### config.mk
export PLATFORM = sky130hd
export DESIGN_NAME = pc_fetch_sequencer_flat
export DESIGN_NICKNAME = d
export VERILOG_FILES = /design/src/rtl/pc_fetch_sequencer_if.sv /design/src/rtl/pc_fetch_sequencer.sv /design/src/flat_wrapper.sv
export SDC_FILE = /design/constraint.sdc
export NUM_CORES = 1
export LEC_CHECK = 0
export CAP_MARGIN = 10
export CORE_ASPECT_RATIO = 0.7
export CORE_MARGIN = 2
export CORE_UTILIZATION = 40
export CTS_CLUSTER_SIZE = 8
export DETAILED_ROUTE_END_ITERATION = 16
export PLACE_DENSITY = 0.86
export SYNTH_ARGS = -nofsm -noshare
export SYNTH_HDL_FRONTEND = slang
export SYNTH_SLANG_ARGS = --single-unit
### constraint.sdc
create_clock -name clk -period 2.85 [get_ports clk]
set_clock_uncertainty 0.2 [all_clocks]
set_input_delay 0.57 -clock clk [delete_from_list [all_inputs] [get_ports clk]]
set_output_delay 0.57 -clock clk [all_outputs]
set_load 0.05 [all_outputs]
### src/rtl/pc_fetch_sequencer_if.sv
`default_nettype none
// ============================================================================
//  Module      : pc_fetch_sequencer_if
//  Description : Bundle of the instruction-memory fetch handshake, the
//                execute-completion / branch-decision inputs and the
//                status/counter outputs of pc_fetch_sequencer.
//                master modport : the sequencer side.
//                slave  modport : memory + datapath side (environment).
//  Signals     : imem_req/imem_addr/imem_ready/imem_rdata  fetch handshake
//                instr/instr_valid                          decode hand-off
//                exec_done/stall/NextPCSrc/br_target        execute result
//                pc/pc_plus4                                PC visibility
//                misalign_err/retired_cnt/taken_cnt         status/counters
//  Revision    : 1.0  initial release
// ============================================================================
interface pc_fetch_sequencer_if #(
  parameter int CNT_W = 32
);

  // Instruction memory fetch handshake
  logic             imem_req;
  logic [31:0]      imem_addr;
  logic             imem_ready;
  logic [31:0]      imem_rdata;

  // Decode hand-off
  logic [31:0]      instr;
  logic             instr_valid;

  // Execute completion and next-PC decision
  logic             exec_done;
  logic             stall;
  logic             NextPCSrc;
  logic [31:0]      br_target;

  // PC visibility, status and performance counters
  logic [31:0]      pc;
  logic [31:0]      pc_plus4;
  logic             misalign_err;
  logic [CNT_W-1:0] retired_cnt;
  logic [CNT_W-1:0] taken_cnt;

  modport master (
    output imem_req, imem_addr, instr, instr_valid,
           pc, pc_plus4, misalign_err, retired_cnt, taken_cnt,
    input  imem_ready, imem_rdata, exec_done, stall, NextPCSrc, br_target
  );

  modport slave (
    input  imem_req, imem_addr, instr, instr_valid,
           pc, pc_plus4, misalign_err, retired_cnt, taken_cnt,
    output imem_ready, imem_rdata, exec_done, stall, NextPCSrc, br_target
  );

endinterface
`default_nettype wire

### src/rtl/pc_fetch_sequencer.sv
`default_nettype none
// ============================================================================
//  Module      : pc_fetch_sequencer
//  Description : Owns the program counter. Each instruction is fetched from
//                instruction memory, held stable for decode/execute, then the
//                next PC is chosen from the branch unit decision (pc+4 or
//                br_target). A taken branch to a non word-aligned target
//                freezes the sequencer in a trap state until reset. Also
//                counts retired instructions and taken redirects.
//  Ports       : clk  - core clock, rising edge
//                rst  - synchronous reset, active-high
//                bus  - pc_fetch_sequencer_if.master (fetch handshake,
//                       execute result inputs, pc/status/counter outputs)
//  Parameters  : RESET_PC - PC after reset, must be 4-byte aligned
//                CNT_W    - width of the performance counters (>= 1)
//  Revision    : 1.0  initial release
// ============================================================================
module pc_fetch_sequencer #(
  parameter logic [31:0] RESET_PC = 32'h0000_0000,
  parameter int          CNT_W    = 32
) (
  input  wire                       clk,
  input  wire                       rst,
  pc_fetch_sequencer_if.master      bus
);

  typedef enum logic [1:0] {
    S_FETCH = 2'd0,
    S_EXEC  = 2'd1,
    S_TRAP  = 2'd2
  } state_t;

  // --------------------------------------------------------------------------
  // State
  // --------------------------------------------------------------------------
  state_t           state_q,        state_d;
  logic [31:0]      pc_q,           pc_d;
  logic [31:0]      instr_q,        instr_d;
  logic             instr_valid_q,  instr_valid_d;
  logic             misalign_q,     misalign_d;
  logic [CNT_W-1:0] retired_cnt_q,  retired_cnt_d;
  logic [CNT_W-1:0] taken_cnt_q,    taken_cnt_d;

  logic [31:0]      pc_plus4;
  logic             exec_accept;

  // Wraps modulo 2^32 naturally (0xFFFF_FFFC -> 0x0000_0000).
  assign pc_plus4    = pc_q + 32'd4;

  // The only cycle on which NextPCSrc/br_target are looked at.
  assign exec_accept = (state_q == S_EXEC) && bus.exec_done && !bus.stall;

  // --------------------------------------------------------------------------
  // Next-state logic
  // --------------------------------------------------------------------------
  always_comb begin
    state_d       = state_q;
    pc_d          = pc_q;
    instr_d       = instr_q;
    instr_valid_d = instr_valid_q;
    misalign_d    = misalign_q;
    retired_cnt_d = retired_cnt_q;
    taken_cnt_d   = taken_cnt_q;

    case (state_q)
      S_FETCH: begin
        // imem_rdata is only captured on the accepting cycle.
        if (bus.imem_ready) begin
          instr_d       = bus.imem_rdata;
          instr_valid_d = 1'b1;
          state_d       = S_EXEC;
        end
      end

      S_EXEC: begin
        if (exec_accept) begin
          instr_valid_d = 1'b0;
          if (!bus.NextPCSrc) begin
            pc_d          = pc_plus4;
            retired_cnt_d = retired_cnt_q + CNT_W'(1);
            state_d       = S_FETCH;
          end else if (bus.br_target[1:0] == 2'b00) begin
            pc_d          = bus.br_target;
            retired_cnt_d = retired_cnt_q + CNT_W'(1);
            taken_cnt_d   = taken_cnt_q + CNT_W'(1);
            state_d       = S_FETCH;
          end else begin
            // Misaligned redirect: keep the faulting instruction's PC for
            // post-mortem and do not count it as retired.
            misalign_d    = 1'b1;
            state_d       = S_TRAP;
          end
        end
      end

      S_TRAP: begin
        // Frozen; only rst leaves this state.
        instr_valid_d = 1'b0;
      end

      default: begin
        // Unreachable encoding: park in the trap state rather than run with
        // an unknown instruction.
        instr_valid_d = 1'b0;
        state_d       = S_TRAP;
      end
    endcase
  end

  // --------------------------------------------------------------------------
  // State registers
  // --------------------------------------------------------------------------
  always_ff @(posedge clk) begin
    if (rst) begin
      state_q       <= S_FETCH;
      pc_q          <= RESET_PC;
      instr_q       <= 32'd0;
      instr_valid_q <= 1'b0;
      misalign_q    <= 1'b0;
      retired_cnt_q <= '0;
      taken_cnt_q   <= '0;
    end else begin
      state_q       <= state_d;
      pc_q          <= pc_d;
      instr_q       <= instr_d;
      instr_valid_q <= instr_valid_d;
      misalign_q    <= misalign_d;
      retired_cnt_q <= retired_cnt_d;
      taken_cnt_q   <= taken_cnt_d;
    end
  end

  // --------------------------------------------------------------------------
  // Outputs: decoded from state or registered, except pc_plus4. imem_req
  // depends on state only, so exec_done/NextPCSrc never reach it
  // combinationally.
  // --------------------------------------------------------------------------
  assign bus.imem_req     = (state_q == S_FETCH);
  assign bus.imem_addr    = pc_q;
  assign bus.instr        = instr_q;
  assign bus.instr_valid  = instr_valid_q;
  assign bus.pc           = pc_q;
  assign bus.pc_plus4     = pc_plus4;
  assign bus.misalign_err = misalign_q;
  assign bus.retired_cnt  = retired_cnt_q;
  assign bus.taken_cnt    = taken_cnt_q;

endmodule
`default_nettype wire

### src/flat_wrapper.sv
// flat-port wrapper written by rule: the top's interface ports become plain ports
module pc_fetch_sequencer_flat 
#(
  parameter logic [31:0] RESET_PC = 32'h0000_0000,
  parameter int          CNT_W    = 32
)
  (clk, rst, bus_imem_req, bus_imem_addr, bus_instr, bus_instr_valid, bus_pc, bus_pc_plus4, bus_misalign_err, bus_retired_cnt, bus_taken_cnt, bus_imem_ready, bus_imem_rdata, bus_exec_done, bus_stall, bus_NextPCSrc, bus_br_target);
  pc_fetch_sequencer_if #(.CNT_W(CNT_W)) bus_i ();
  input  wire clk;
  input  wire rst;
  output wire logic [$bits(bus_i.imem_req)-1:0] bus_imem_req;
  output wire logic [$bits(bus_i.imem_addr)-1:0] bus_imem_addr;
  output wire logic [$bits(bus_i.instr)-1:0] bus_instr;
  output wire logic [$bits(bus_i.instr_valid)-1:0] bus_instr_valid;
  output wire logic [$bits(bus_i.pc)-1:0] bus_pc;
  output wire logic [$bits(bus_i.pc_plus4)-1:0] bus_pc_plus4;
  output wire logic [$bits(bus_i.misalign_err)-1:0] bus_misalign_err;
  output wire logic [$bits(bus_i.retired_cnt)-1:0] bus_retired_cnt;
  output wire logic [$bits(bus_i.taken_cnt)-1:0] bus_taken_cnt;
  input wire logic [$bits(bus_i.imem_ready)-1:0] bus_imem_ready;
  input wire logic [$bits(bus_i.imem_rdata)-1:0] bus_imem_rdata;
  input wire logic [$bits(bus_i.exec_done)-1:0] bus_exec_done;
  input wire logic [$bits(bus_i.stall)-1:0] bus_stall;
  input wire logic [$bits(bus_i.NextPCSrc)-1:0] bus_NextPCSrc;
  input wire logic [$bits(bus_i.br_target)-1:0] bus_br_target;
  assign bus_imem_req = bus_i.imem_req;
  assign bus_imem_addr = bus_i.imem_addr;
  assign bus_instr = bus_i.instr;
  assign bus_instr_valid = bus_i.instr_valid;
  assign bus_pc = bus_i.pc;
  assign bus_pc_plus4 = bus_i.pc_plus4;
  assign bus_misalign_err = bus_i.misalign_err;
  assign bus_retired_cnt = bus_i.retired_cnt;
  assign bus_taken_cnt = bus_i.taken_cnt;
  assign bus_i.imem_ready = bus_imem_ready;
  assign bus_i.imem_rdata = bus_imem_rdata;
  assign bus_i.exec_done = bus_exec_done;
  assign bus_i.stall = bus_stall;
  assign bus_i.NextPCSrc = bus_NextPCSrc;
  assign bus_i.br_target = bus_br_target;
  pc_fetch_sequencer #(.RESET_PC(RESET_PC), .CNT_W(CNT_W)) u_core (.clk(clk), .rst(rst), .bus(bus_i));
endmodule
Word level (Yosys, flattened, before mapping)
Index checks and enable logic that the tools add are counted.

word-level totals
  register bits = 132
  input port bits = 70
  output and inout port bits = 195
  logic and storage cells = 40

operators by class
  $add $sub $neg = 3
  equality and inequality tests = 5
  mux-type cells = 12
  bitwise logic cells = 2
  reductions and logical operators = 11

operator list
  operator                                                          number
  32-bit two-way mux                                                4
  32-bit by 1-bit adder with 32-bit output (second input constant)  2
  32-bit by 3-bit adder with 32-bit output (second input constant)  1
  2-bit two-way mux                                                 4
  4-bit AND reduction                                               2
  2-bit by 1-bit != test with 1-bit output (second input constant)  3
  2-bit case mux with 3 select lines                                1
  3-bit AND reduction                                               2
  2-bit zero test                                                   2
  2-bit AND reduction                                               2
  2-bit by 1-bit == test with 1-bit output (second input constant)  1
  2-bit == test (second input constant)                             1
  1-bit logical AND                                                 2
  1-bit two-way mux                                                 2
  1-bit inverter                                                    2
  1-bit case mux with 2 select lines                                1
  1-bit zero test                                                   1

Longest topological paths before layout
  depth after elaboration = 5
  depth in mapped cells = 7
  depth with buffers taken out = 6

Least setup slack after synthesis
OpenSTA, ideal clock, no wires.

  path type = register to output
  start point = reg u_core.pc_q[4] (netlist: u_core.bus.imem_addr[4])
  end point = out bus_pc_plus4[31]
  arrival = 2.889 ns
  required time = 2.080 ns
  path slack = -0.809 ns
  cell stages (with the launch flop) = 7
  path buffers = 1
  cells stage by stage = dfxtp_1 > clkbuf_1 > nand4_1 > nor3_1 > nand3_1 > nor2_1 > xor2_1

on the way
  longest elaborated chain between the ends = 1

ends and longest elaborated chain
  item                                      line                       text
  start: declaration                        pc_fetch_sequencer.sv:37   logic [31:0] pc_q, pc_d;
  start signal: assignment                  pc_fetch_sequencer.sv:124  pc_q <= pc_d;
  32-bit by 3-bit adder with 32-bit output  pc_fetch_sequencer.sv:48   assign pc_plus4 = pc_q + 32'd4;
  end: declaration                          flat_wrapper.sv:16         output wire logic [$bits(bus_i.pc_plus4)-1:0] bus_pc_plus4;

No other way between the ends.

Worst setup path after layout
  start point = reg u_core.pc_q[2] (netlist: u_core.bus.imem_addr[2])
  end point = out bus_pc_plus4[30]

The elaborated chain is that of the path after synthesis.

==> results.ini <==
[status]
status = complete, but fails checks
violations = setup timing

[setup_path]
critPathCaptureType = primary output
arrival_ns = 2.11
startpoint_type = flip-flop
crit_fanout = 4
worst_ep_required_time_ns = 2.08
critPathKind = flip-flop to primary output

[timing]
finalCritPeriodShare = 1.01
rsz0062_at_grt = true
finalHoldViolations = 0
slew_headroom = 0.486
timing.hold.ws_ns = 0.255
fmax_mhz = 348
fin_ws_ns = -0.0267
setup_viol = 2
maxSlewViolCount = 0
worst_pin_slew_ns = 0.771
timing.setup.tns_ns = -0.0297
fin_crit_ns = 2.88

[clock_network]
h-tree-depth = 4
cts-root-buf = clkbuf_16
cts_tree = yes
clock-sinks = 132
numCtsBuffers = 17
path_clk_slew_ns = 0.07
clockBufferDepth = 2
worstSkewPairLatency_ns = 0.41

[floorplanning]
io_pins = 265
fp.dieArea_mm2 = 0.0180
die_w_um = 160
rows = 39
coreArea_mm2 = 0.0164
dieHeight_um = 113
start_util = 0.412

[cells_and_area]
multi_input_area_mm2 = 0.00408
design_area_mm2 = 0.0113
regArea_mm2 = 0.00271
fin_util = 0.688
antenna_cells = 0
drive_above_1_share = 0.192
nets = 1229
fillers = 1287
final_cell_mix = clkdlybuf4s50_1, nand2_1, dfxtp_1, nor2_1, buf_4
area_delta_synth_final_pct = 66.9
final_common_cell = clkdlybuf4s50_1
stdcell_count = 1394

[min_path]
hold_path_class = flip-flop to flip-flop

[drt]
drt-vias-per-instance = 5.33
wire_per_inst_um = 16.9
drt-total-wl_um = 23500
first_iter_violations = 653
drt_first_pass_iters = 5
vias = 7429
ant_nets = 0
remaining_drc_errors = 0

[run]
cap_violations = 0

[synthesis]
avgSynthCellArea_um2 = 7.79
synth-edff-count = 0
async_flop_share = 0
syn_inst = 870
ys.flop_type = dfxtp_1
synth_nets = 943
ys_warn_count = 0
synth_cell_types = 53
ys_ff_latch = 132
ys_seq_area_frac = 0.390
synth.cell_area_mm2 = 0.00678

[placement]
hpwl_um = 16600
io_buffers = 264
globalplace.congestion = 0.856
place_area_mm2 = 0.0102
dp.cells = 1323
place_ws_ns = -0.403

[power]
cell_internal_pwr_mw = 3.48
power_mw = 4.80
power_per_cell_area_mw_per_mm2 = 425
p_switching_mw = 1.32
seqPwrFrac = 0.397
leakage_nw = 4.17
ir_drop_mv = 0.373
clkPwrFrac = 0.466
switching_share = 0.275
combPwrFrac = 0.137

[global_route]
overflow = 0
grt_max_degree = 110
antenna_found_initial = 0
grt_pass1_vias = 6880
grt_pass1_wl_um = 36100
track_usage = 0.247

[registers in the layout (all words and copies together), names as in the netlist]
signal	flops
u_core.bus.taken_cnt	32
u_core.state_q	2
u_core.bus.instr	32
u_core.bus.instr_valid	1
u_core.bus.imem_addr	32
u_core.bus.retired_cnt	32
u_core.bus.misalign_err	1
[worst max-delay path, cell delays in order (launching register included)]
cell and delay (ns):
dfxtp_4 0.37, ha_4 0.15, nand3_4 0.07, or3_4 0.40
nor2_4 0.10, nand4_1 0.21, xnor2_4 0.24, buf_12 0.16
[cell usage after synthesis (5+ instances only)]
library cell | n | area [µm²]
o21ai_0 | 28 | 140
nand2_1 | 135 | 507
nor2b_1 | 10 | 62.6
inv_1 | 14 | 52.6
xnor2_1 | 40 | 350
and4_1 | 6 | 52.6
and3_1 | 14 | 87.6
clkbuf_1 | 41 | 154
nor4_1 | 18 | 113
buf_4 | 34 | 255
o21a_1 | 5 | 37.5
mux2_2 | 7 | 78.8
a31oi_1 | 7 | 43.8
nor2_1 | 97 | 364
a22oi_1 | 7 | 52.6
and2_1 | 5 | 31.3
dfxtp_1 | 132 | 2640
or3_1 | 9 | 56.3
o211ai_1 | 6 | 45.0
xor2_1 | 31 | 272
buf_1 | 7 | 26.3
or4_1 | 7 | 52.6
nand4_1 | 36 | 225
nand3_1 | 38 | 190
a21oi_1 | 61 | 305
nor3_1 | 21 | 105
[final timing paths]
path	end	slack, ns	startpoint	cells after the start
hold reg to reg	u_core.bus.instr[16]	0.25	u_core.bus.instr[16]	2
hold / removal	u_core.bus.instr[16]	0.25	u_core.bus.instr[16]	2
setup / recovery	bus_pc_plus4[30]	-0.03	u_core.bus.imem_addr[2]	7
setup reg to reg	u_core.bus.retired_cnt[31]	0.32	u_core.bus.retired_cnt[5]	6
[cell type report]
| type | count | area share |
|---|---|---|
| multi-input combinational | 641 | 0.361 |
| clock inverter | 14 | 0.0145 |
| sequential | 132 | 0.239 |
| clock buffer | 18 | 0.0388 |
| timing repair buffer | 350 | 0.317 |
| tap | 225 | 0.0249 |
| inverter | 14 | 0.00465 |
[layer usage]
metal,wire (µm),GRT usage
met1,10400,0.321
met2,11000,0.405
met3,1790,0.0711
met4,308,0.0624
met5,0,0
[cells by family (layout without fill, tap and decap cells)]
group	Yosys count	after routing	share of synthesized area
XOR/XNOR	71	71	0.0918
AO/OA/AOI/OAI	143	143	0.128
multiplexers	11	11	0.0175
AND/OR/NAND/NOR	413	413	0.294
flip-flops	132	132	0.390
adder cells (fa/ha/maj)	3	3	0.00554
buffers and inverters	97	396	0.0727
[power by group through the flow]
stage	combinational [mW]	sequential, mW	clock [mW]
finish	0.658	1.91	2.24
global route	0.694	1.91	2.36
CTS	0.652	1.91	2.28
detailed placement	0.647	1.96	0
global placement	0.638	1.95	0
floorplan	0.240	2.09	0
[repair_timing]
action / CTS / global route
setup endpoints to repair: 15 / 22
gates resized for setup: 25 / 30
buffers inserted: 14 / 24
hold buffers: 0 / 0
gates cloned: 0 / 1
pin swaps: 10 / 17
Power figures use the tool's default switching activity.
